==> config.mk <==
export PLATFORM = sky130hd
export DESIGN_NAME = alu_muldiv_seq_flat
export DESIGN_NICKNAME = d
export VERILOG_FILES = /design/src/rtl/alu_muldiv_seq_if.sv /design/src/rtl/alu_muldiv_seq.sv /design/src/flat_wrapper.sv
export SDC_FILE = /design/constraint.sdc
export NUM_CORES = 1
export LEC_CHECK = 0
export BUFFER_PORTS_ARGS = -buffer_cell sky130_fd_sc_hd__buf_4
export CAP_MARGIN = 20
export CORE_UTILIZATION = 45
export CTS_CLUSTER_SIZE = 40
export DETAILED_ROUTE_END_ITERATION = 7
export GPL_TIMING_DRIVEN = 1
export PLACE_DENSITY = 0.75
export SLEW_MARGIN = 20
export SYNTH_ARGS = -nofsm -noshare
export SYNTH_HDL_FRONTEND = slang
export SYNTH_SLANG_ARGS = --single-unit
==> constraint.sdc <==
create_clock -name clock -period 3.52 [get_ports clock]
set_clock_uncertainty 0.2 [all_clocks]
set_input_delay 0.352 -clock clock [delete_from_list [all_inputs] [get_ports clock]]
set_output_delay 0.352 -clock clock [all_outputs]
set_load 0.1 [all_outputs]
==> src/rtl/alu_muldiv_seq_if.sv <==
// Bus between the core and the iterative mul/div sequencer, including the
// borrowed-ALU request path.
interface alu_muldiv_seq_if;
  logic        start;
  logic [2:0]  op;
  logic [31:0] rs1;
  logic [31:0] rs2;
  logic        busy;
  logic        done;
  logic [31:0] result;
  logic        alu_req;
  logic [31:0] alu_a;
  logic [31:0] alu_b;
  logic [3:0]  alu_ctr;
  logic [31:0] alu_result;

  // Core side: issues requests and owns the shared ALU.
  modport master (
    output start, op, rs1, rs2, alu_result,
    input  busy, done, result, alu_req, alu_a, alu_b, alu_ctr
  );

  // Sequencer side.
  modport slave (
    input  start, op, rs1, rs2, alu_result,
    output busy, done, result, alu_req, alu_a, alu_b, alu_ctr
  );
endinterface

==> src/rtl/alu_muldiv_seq.sv <==
// Iterative RV32M multiply/divide sequencer. It borrows the core ALU for one
// add (shift-add multiply) or one sub (restoring divide) per cycle over
// 32 iterations, then applies sign correction.
module alu_muldiv_seq (
  input logic             clock,
  input logic             reset,
  alu_muldiv_seq_if.slave bus
);

  typedef enum logic [2:0] {IDLE, PREP, ITER, FIN, DONE} state_t;

  state_t      state, state_nx;
  logic [2:0]  op_q;
  logic [31:0] a_q, b_q;
  // hi/lo: product {hi,lo} for multiply, {rem,quo} for divide.
  // m: multiplicand for multiply, divisor for divide.
  logic [31:0] hi, lo, m;
  logic [4:0]  cnt;
  logic [31:0] res_q;

  logic        is_mul, sgn_a, sgn_b, div0, ovf, special;
  logic [31:0] mag_a, mag_b, spec_res;
  logic        carry, ge;
  logic [31:0] sh;
  logic        neg_p, neg_q, neg_r;
  logic [63:0] prod, prod_c;
  logic [31:0] mul_res, div_res;

  assign is_mul = ~op_q[2];
  assign sgn_a  = is_mul ? (op_q == 3'b001 || op_q == 3'b010) : ~op_q[0];
  assign sgn_b  = is_mul ? (op_q == 3'b001) : ~op_q[0];
  assign mag_a  = (sgn_a && a_q[31]) ? -a_q : a_q;
  assign mag_b  = (sgn_b && b_q[31]) ? -b_q : b_q;

  assign div0     = ~is_mul && (b_q == '0);
  assign ovf      = ~is_mul && ~op_q[0] && (a_q == 32'h8000_0000) && (b_q == '1);
  assign special  = div0 | ovf;
  assign spec_res = op_q[1] ? (div0 ? a_q : '0) : (div0 ? '1 : 32'h8000_0000);

  assign carry = bus.alu_result < hi;
  assign sh    = {hi[30:0], lo[31]};
  assign ge    = hi[31] | (sh >= m);

  assign neg_p   = ((op_q == 3'b001) && (a_q[31] ^ b_q[31])) ||
                   ((op_q == 3'b010) && a_q[31]);
  assign prod    = {hi, lo};
  assign prod_c  = neg_p ? -prod : prod;
  assign mul_res = (op_q == 3'b000) ? prod_c[31:0] : prod_c[63:32];
  assign neg_q   = ~op_q[0] && (a_q[31] ^ b_q[31]);
  assign neg_r   = ~op_q[0] && a_q[31];
  assign div_res = op_q[1] ? (neg_r ? -hi : hi) : (neg_q ? -lo : lo);

  // State register.
  always_ff @(posedge clock) begin
    if (reset) state <= IDLE;
    else       state <= state_nx;
  end

  // Next-state logic.
  always_comb begin
    state_nx = state;
    case (state)
      IDLE: if (bus.start) state_nx = PREP;
      PREP: state_nx = special ? DONE : ITER;
      ITER: if (cnt == 5'd31) state_nx = FIN;
      FIN:  state_nx = DONE;
      DONE: state_nx = IDLE;
      default: state_nx = IDLE;
    endcase
  end

  // Outputs, including the ALU request that is forced to zero outside ITER.
  always_comb begin
    bus.busy    = (state != IDLE);
    bus.done    = (state == DONE);
    bus.result  = res_q;
    bus.alu_req = (state == ITER);
    bus.alu_a   = '0;
    bus.alu_b   = '0;
    bus.alu_ctr = '0;
    if (state == ITER) begin
      bus.alu_a   = is_mul ? hi : sh;
      bus.alu_b   = is_mul ? (lo[0] ? m : '0) : m;
      bus.alu_ctr = is_mul ? 4'b0000 : 4'b1000;
    end
  end

  // Operand latch, iteration datapath and result register.
  always_ff @(posedge clock) begin
    if (reset) begin
      op_q  <= '0;
      a_q   <= '0;
      b_q   <= '0;
      hi    <= '0;
      lo    <= '0;
      m     <= '0;
      cnt   <= '0;
      res_q <= '0;
    end else begin
      case (state)
        IDLE: if (bus.start) begin
          op_q <= bus.op;
          a_q  <= bus.rs1;
          b_q  <= bus.rs2;
        end
        PREP: begin
          hi  <= '0;
          lo  <= is_mul ? mag_b : mag_a;
          m   <= is_mul ? mag_a : mag_b;
          cnt <= '0;
          if (special) res_q <= spec_res;
        end
        ITER: begin
          cnt <= cnt + 5'd1;
          if (is_mul) begin
            hi <= {carry, bus.alu_result[31:1]};
            lo <= {bus.alu_result[0], lo[31:1]};
          end else begin
            hi <= ge ? bus.alu_result : sh;
            lo <= {lo[30:0], ge};
          end
        end
        FIN: res_q <= is_mul ? mul_res : div_res;
        default: ;
      endcase
    end
  end

endmodule
==> src/flat_wrapper.sv <==
// flat-port wrapper written by rule: the top's interface ports become plain ports
module alu_muldiv_seq_flat 
  (clock, reset, bus_start, bus_op, bus_rs1, bus_rs2, bus_alu_result, bus_busy, bus_done, bus_result, bus_alu_req, bus_alu_a, bus_alu_b, bus_alu_ctr);
  alu_muldiv_seq_if bus_i ();
  input logic clock;
  input logic reset;
  input wire logic [$bits(bus_i.start)-1:0] bus_start;
  input wire logic [$bits(bus_i.op)-1:0] bus_op;
  input wire logic [$bits(bus_i.rs1)-1:0] bus_rs1;
  input wire logic [$bits(bus_i.rs2)-1:0] bus_rs2;
  input wire logic [$bits(bus_i.alu_result)-1:0] bus_alu_result;
  output wire logic [$bits(bus_i.busy)-1:0] bus_busy;
  output wire logic [$bits(bus_i.done)-1:0] bus_done;
  output wire logic [$bits(bus_i.result)-1:0] bus_result;
  output wire logic [$bits(bus_i.alu_req)-1:0] bus_alu_req;
  output wire logic [$bits(bus_i.alu_a)-1:0] bus_alu_a;
  output wire logic [$bits(bus_i.alu_b)-1:0] bus_alu_b;
  output wire logic [$bits(bus_i.alu_ctr)-1:0] bus_alu_ctr;
  assign bus_i.start = bus_start;
  assign bus_i.op = bus_op;
  assign bus_i.rs1 = bus_rs1;
  assign bus_i.rs2 = bus_rs2;
  assign bus_i.alu_result = bus_alu_result;
  assign bus_busy = bus_i.busy;
  assign bus_done = bus_i.done;
  assign bus_result = bus_i.result;
  assign bus_alu_req = bus_i.alu_req;
  assign bus_alu_a = bus_i.alu_a;
  assign bus_alu_b = bus_i.alu_b;
  assign bus_alu_ctr = bus_i.alu_ctr;
  alu_muldiv_seq u_core (.clock(clock), .reset(reset), .bus(bus_i));
endmodule
After elaboration in Yosys (flattened, before gate mapping)
Index checks and enable logic that the tools add are counted.
Storage, ports and cells
  memories kept: 0
  output and inout port bits: 103
  ROM bits: 0
  latch bits: 0
  register bits after elaboration: 203
  memory bits (writable): 0
  logic and storage cells: 88
Cells by class
  $add $sub $neg: 6
  shift-type cells: 0
  bitwise logic cells: 4
  eq/ne operators: 12
  $lt $le $gt $ge: 2
  reductions and logical operators: 21
  multiply operators: 0
  div/mod/pow operators: 0
  muxes and demuxes: 34
Operators with widths (number)
  2-to-1 mux 32 bit: 20
  one-hot mux 32 bit (2 select lines): 3
  negation 32 bit: 4
  == test 32 bit, second input constant: 2
  2-to-1 mux 64 bit: 1
  negation 64 bit: 1
  greater-or-equal comparator 32 bit: 1
  logical NOT 32 bit: 1
  less-than comparator 32 bit: 1
  2-to-1 mux 31 bit: 1
  one-hot mux 3 bit (4 select lines): 1
  logical AND 1 bit: 10
  one-hot mux 5 bit (2 select lines): 1
  == test 3 x 2 -> 1 bit, second input constant: 3
  2-to-1 mux 3 bit: 3
  2-to-1 mux 4 bit: 2
  == test 3 x 1 -> 1 bit, second input constant: 2
  logical NOT 3 bit: 2
  AND reduction 2 bit: 3
  adder 5 x 1 -> 5 bit, second input constant: 1
  == test 5 bit, second input constant: 1
  != test 2 x 1 -> 1 bit, second input constant: 2
  nonzero test 2 bit: 2
  == test 3 bit, second input constant: 1
  other kinds (7): 10

Logic depth before layout (Yosys ltp)
  depth after elaboration: 7
  depth in mapped cells: 13
  gate-level depth less buffers: 10

Worst setup path after synthesis
OpenSTA, ideal clock, no wires.
  kind: flip-flop to output port
  start: register u_core.state[1]
  end: output bus_alu_b[0]
  setup slack: -0.671 ns
  cell stages (with the launch flop): 8
  arrival: 3.639 ns
  path through: dfxtp_1 -> clkbuf_1 -> inv_1 -> or3_1 -> clkbuf_1 -> clkbuf_1 -> clkbuf_1 -> nor3b_1
Between the ends
  cells in the longest elaborated chain, start to end: 2
RTL lines
  from (decl): line alu_muldiv_seq.sv:12  | state_t state, state_nx;
  from (signal assigned): line alu_muldiv_seq.sv:56  | else state <= state_nx;
  == test 3 x 2 -> 1 bit: line alu_muldiv_seq.sv:81  | if (state == ITER) begin
  2-to-1 mux 32 bit: line alu_muldiv_seq.sv:81
  to (decl): line flat_wrapper.sv:17  | output wire logic [$bits(bus_i.alu_b)-1:0] bus_alu_b;
No other way between the ends.

Worst setup path after layout
  start: register u_core.lo[0]
  end: register u_core.res_q[1] (netlist: u_core.bus.result[1])
Between the ends
  cells in the longest elaborated chain, start to end: 5
  elaborated cells on any way between the ends: 8
RTL lines
  from (decl): line alu_muldiv_seq.sv:17  | logic [31:0] hi, lo, m;
  from (signal assigned): line alu_muldiv_seq.sv:108  | lo <= is_mul ? mag_b : mag_a;
  from (signal assigned): line alu_muldiv_seq.sv:117  | lo <= {bus.alu_result[0], lo[31:1]};
  from (signal assigned): line alu_muldiv_seq.sv:120  | lo <= {lo[30:0], ge};
  negation 64 bit / negation 32 bit (equally long branches): line alu_muldiv_seq.sv:47, alu_muldiv_seq.sv:51
  2-to-1 mux 64 bit / 2-to-1 mux 32 bit (equally long branches): line alu_muldiv_seq.sv:47, alu_muldiv_seq.sv:51
  2-to-1 mux 32 bit (on tied branches): line alu_muldiv_seq.sv:48, alu_muldiv_seq.sv:51
  2-to-1 mux 32 bit *: line alu_muldiv_seq.sv:123  | FIN: res_q <= is_mul ? mul_res : div_res;
  one-hot mux 32 bit (2 select lines) *: line alu_muldiv_seq.sv:100  | case (state)
  to (signal assigned): line alu_muldiv_seq.sv:111  | if (special) res_q <= spec_res;
  to (signal assigned): line alu_muldiv_seq.sv:123
  to (decl): line alu_muldiv_seq.sv:19  | logic [31:0] res_q;
Every way passes the cells marked *; elsewhere a longest branch is shown, timed or not.
A chain may end at the register's enable or synchronous reset.

==> reports/metrics.sh <==
SYN_TO_FINAL_GROWTH_PCT=30.9
YOSYS.CELL_COUNT.TOP_TYPE='sky130_fd_sc_hd__nand2_1'
POWER_LEAKAGE_uW=0.00799
GLOBAL_ROUTE.USAGE.TOTAL_PCT=39.9
MAPPEDNETLISTAREA_MM2=0.0158
MAX-SLEW-MARGIN-REL_PCT=33.8
SYNTH_LARGEST_AREA_CELL='sky130_fd_sc_hd__dfxtp_1'
ROOT_BUFFER='sky130_fd_sc_hd__clkbuf_16'
SYNTH_CELLS=2183
CORE.ROWCOUNT=68
MULTI_INPUT_COMB_AREA_MM2=0.0108
SHARE_OF_SYNTHESIZED_FLIP_FLOPS_WITH_AN_ASYNCHRONOUS_SET_OR_RESET_PCT=0
DIE_WIDTH_UM=189
LARGEST_STAGE_DELAY_ON_THE_CRITICAL_PATH_NS=0.52
DPL_WORST_SLACK_NS=-0.0673
POWER_DENSITY_mW_PER_MM2=418
WORST_SETUP_HOLD_PATH_CLK_SLEW_NS=0.06
SYNTH.LIB_CELLS_USED.DISTINCT=82
DESIGN.FINAL.NETS=2667
CRITICAL_PATH_ARRIVAL_NS=3.74
GP_ROUTABILITY_CONGESTION=1.04
GR-TOTAL-OVERFLOW=0
GLOBAL_ROUTE_WIRE_LENGTH_BEFORE_REPAIR_UM=109000
FINAL_COUNT_OF_HOLD_TIMING_VIOLATIONS=0
TIMING_WORST_SLEW_PIN_VALUE_NS=0.990
NUM_ANTENNA_CELLS=0
SYNTH_ENABLE_FLOP_CELLS=0
CTS_TREE='built'
FLOORPLAN.DIE_AREA_MM2=0.0358
SLEW_VIOL_FINAL=0
GRT_MAX_DEGREE=68
TOTAL_POWER_uW=8620
FLOORPLAN.IO_PINS=205
TIMING.FINAL.SETUP_VIOLATIONS=0
FINAL_CORE_UTILIZATION_PCT=59.7
INITIAL_CORE_UTIL_PCT=45.6
CRITPATHSLOWESTCELL='sky130_fd_sc_hd__nor3_1'
PLACEMENT.IO_BUFFERS=201
CTS_MADE_BUFFERS=24
USE_MET2_PCT=62.4
FINALWIRELENGTH_UM=73300
PWR-SHARE-SEQ_PCT=30.2
SYNTH.AREA.TOP_CELLS='sky130_fd_sc_hd__dfxtp_1, sky130_fd_sc_hd__mux2i_1, sky130_fd_sc_hd__a21oi_1'
TIMING.CRITICAL_PATH.TO_TYPE='register'
ROUTE.DETAILED.WL_PER_INST_UM=24.7
INSERTION_DELAY_NS=0.57
WORSTHOLDPATHTYPE='input port to register'
CLOCK_POWER_SHARE_PCT=30.5
POST_SYNTHESIS_MEAN_INSTANCE_AREA_UM2=7.22
LAYOUT_MIN_CYCLE_TIME_NS=3.51
SWITCH_SHARE_PCT=39.1
ORDERED_CELL_LIST_FOR_THE_CRITICAL_PATH='nor3_1 -> nand3_1 -> buf_4 -> nor4_4 -> nand2_1 -> o21ai_0 -> xnor2_1 -> o21ai_0 -> buf_4 -> a31oi_1'
CELL_INTERNAL_PWR_uW=5250
CLKSINKCOUNT=203
GRT.MET1_USAGE_PCT=51.5
SETUP_REPAIR_AFTER_GLOBAL_ROUTING_MISSED_ITS_MARGIN='false'
SEQUENTIAL_TO_TOTAL_AREA_SHARE_FROM_YOSYS_STAT_PCT=25.8
DRT_FIRST_ITER_VIOLATIONS=2048
IRDROPWORSTVDD_V=0.000340
DRC=0
CTS_MAX_PATH_BUFFERS=3
CRIT_PATH_MAX_FO=7
POWER_SWITCHING_uW=3370
CP_TOP_FAMILY='simple AND/OR/NAND/NOR gates'
SYNTH_SEQ_CELLS=203
OUTCOME='finished, final reports clean'
HOLDWS_NS=0.108
GRT_ANTENNA_BEFORE_REPAIR=0
TIMING.FINAL.CRIT_SHARE_PCT=99.7
SHARE_COMB_OF_TOTAL_POWER_PCT=39.3
PLACE.DETAILED.INSTANCES=2820
SYNTH-WARNING-COUNT=0
DETAIL-ROUTE-ANTENNA-NETS=0
TIMING.FINAL.WS_SETUP_NS=0.0121
FMAX_GHz=0.285
CORE-AREA_MM2=0.0345
SYNTH_COMMON_CELLS='sky130_fd_sc_hd__nand2_1, sky130_fd_sc_hd__a21oi_1, sky130_fd_sc_hd__dfxtp_1'
SYNTHFLOPTYPE='sky130_fd_sc_hd__dfxtp_1'
REG2REG_SLACK_NS=0.01
FILLER_CELL_COUNT=3046
TIMING.CRITICAL_PATH.REQUIRED_NS=3.75
ROUTED-VIA-COUNT=18600
WORSTSETUPSTARTPOINTTYPE='register'
CLOCK_TREE.HTREE_LEVEL_COUNT=1
VIAS_IN_THE_FIRST_GLOBAL_ROUTE=17600
SYNTH_TOP_AREA_SHARE_PCT=25.8
DIE-HEIGHT_UM=189
GR-MAX-USAGE-LAYER='met2'
FINAL_CELL_COUNT_NO_FILL=2967
TIMING_WORST_SETUP_PATH_TYPE='register to register'
GRT.MET3_USAGE_PCT=7.15
AVGVIACOUNTPERCELL=6.27
WORSTPATHBUFFERINVERTERCOUNT=2
DRIVE_GT1_SHARE_PCT=20.5
FLIP_FLOP_AND_LATCH_AREA_MM2=0.00407
DRT_PASS1_ITERATIONS=6
PLACE.DETAILED.HPWL_UM=55300
MAX-CAP-VIOLATIONS=0
through the flow:
step / area, µm² / setup TNS [ns]
floorplan: 16000 / -20.64
global placement: 18700 / -0.0323
detailed placement: 18700 / -0.0673
CTS: 20600 / 0
global route: 20600 / 0
finish: 20600 / 0
power by group through the flow:
stage / logic (µW) / clock network [µW] / registers (µW)
after floorplan: 1960 / 0 / 2620
after global placement: 3120 / 0 / 2640
after detailed placement: 3140 / 0 / 2640
after CTS: 3250 / 2640 / 2590
after global routing: 3580 / 2740 / 2610
final: 3390 / 2630 / 2600
final cells by class:
| cell class | instances | area share [%] |
|---|---|---|
| inverters | 80 | 1.46 |
| clock buffers | 35 | 3.60 |
| flip-flops and latches | 203 | 19.7 |
| clock inverters | 8 | 0.473 |
| multi-input cells | 1692 | 52.4 |
| repair buffers | 494 | 19.6 |
| well taps | 455 | 2.76 |
cell families after synthesis:
group,synth area share [%]
buf+inv,7.25
compound gates,26.4
other cells,0.0238
simple gates,21.9
mux,7.17
xor+xnor,5.95
flops,25.8
fa+ha+maj,5.56
layer usage:
layer / part of all wire [%] / vias up / routed length, µm
met5: 0 / - / 0
met4: 6.8 / 0 / 4980
li1: - / 8488 / -
met3: 10 / 232 / 7670
met1: 39 / 8720 / 28900
met2: 43 / 1151 / 31800
flip-flops by register name, summed over array words and instances (netlist names):
register and count:
u_core.a_q 32, u_core.op_q 3, u_core.b_q 32, u_core.cnt 5
u_core.m 32, u_core.lo 32, u_core.state 3, u_core.hi 32
u_core.bus.result 32
timing repair:
action	4_1_cts	5_1_grt
buffers inserted	0	4
pin swaps	0	2
resized for setup	2	5
cloned	0	0
hold buffers	100	0
endpoints found under the hold margin	99	0
setup endpoints to repair	1	37
worst register-to-register path: cells and delay by family, from the launching register on:
| family | cells | cell delay, ns |
|---|---|---|
| and+or+nand+nor | 4 | 1.55 |
| buffers and inverters | 2 | 0.51 |
| AOI/OAI and AO/OA | 3 | 0.62 |
| xor gates and xnor gates | 1 | 0.09 |
| DFF | 1 | 0.40 |
layout by cell type (no fill, tap or decap), types with 11 or more instances in the layout:
master                          netlist  final
sky130_fd_sc_hd__or3_1               15     14
sky130_fd_sc_hd__nor3_1              73     69
sky130_fd_sc_hd__nor2_4               0     21
sky130_fd_sc_hd__dfxtp_1            203    202
sky130_fd_sc_hd__or4_1               17     17
sky130_fd_sc_hd__buf_4                7    388
sky130_fd_sc_hd__and3_1              11     11
sky130_fd_sc_hd__nor2_1             178    144
sky130_fd_sc_hd__a211oi_1            20     20
sky130_fd_sc_hd__a21o_1              18     18
sky130_fd_sc_hd__o21ai_0            165    164
sky130_fd_sc_hd__mux2i_1            108    108
sky130_fd_sc_hd__a22oi_1             33     33
sky130_fd_sc_hd__nor2_2               0     13
sky130_fd_sc_hd__clkbuf_16            0     24
sky130_fd_sc_hd__o22ai_1             12     12
sky130_fd_sc_hd__dlygate4sd3_1        0    100
sky130_fd_sc_hd__nand4_1             31     31
sky130_fd_sc_hd__o41ai_1             12     11
sky130_fd_sc_hd__ha_1                70     70
sky130_fd_sc_hd__a221oi_1            14     14
sky130_fd_sc_hd__a21oi_1            210    210
sky130_fd_sc_hd__xnor2_1             61     61
sky130_fd_sc_hd__nand3_1             33     33
sky130_fd_sc_hd__nor4_1              30     30
sky130_fd_sc_hd__o221ai_1            13     13
sky130_fd_sc_hd__o31ai_1             28     28
sky130_fd_sc_hd__nand2_1            278    277
sky130_fd_sc_hd__o211ai_1            27     27
sky130_fd_sc_hd__a31oi_1             39     39
sky130_fd_sc_hd__inv_1               79     78
sky130_fd_sc_hd__xor2_1              46     46
path summary, 6_finish.rpt:
check | from | endpoint | depth (start not counted)
max | u_core.lo[0]$_SDFFE_PP0P_ | u_core.bus.result[1]$_SDFFE_PP0P_ | 10
min | reset | u_core.bus.result[7]$_SDFFE_PP0P_ | 2
max reg2reg | u_core.lo[0]$_SDFFE_PP0P_ | u_core.bus.result[1]$_SDFFE_PP0P_ | 10
min reg2reg | u_core.m[16]$_SDFFE_PP0P_ | u_core.m[16]$_SDFFE_PP0P_ | 2
(Power assumes the default switching activity.)
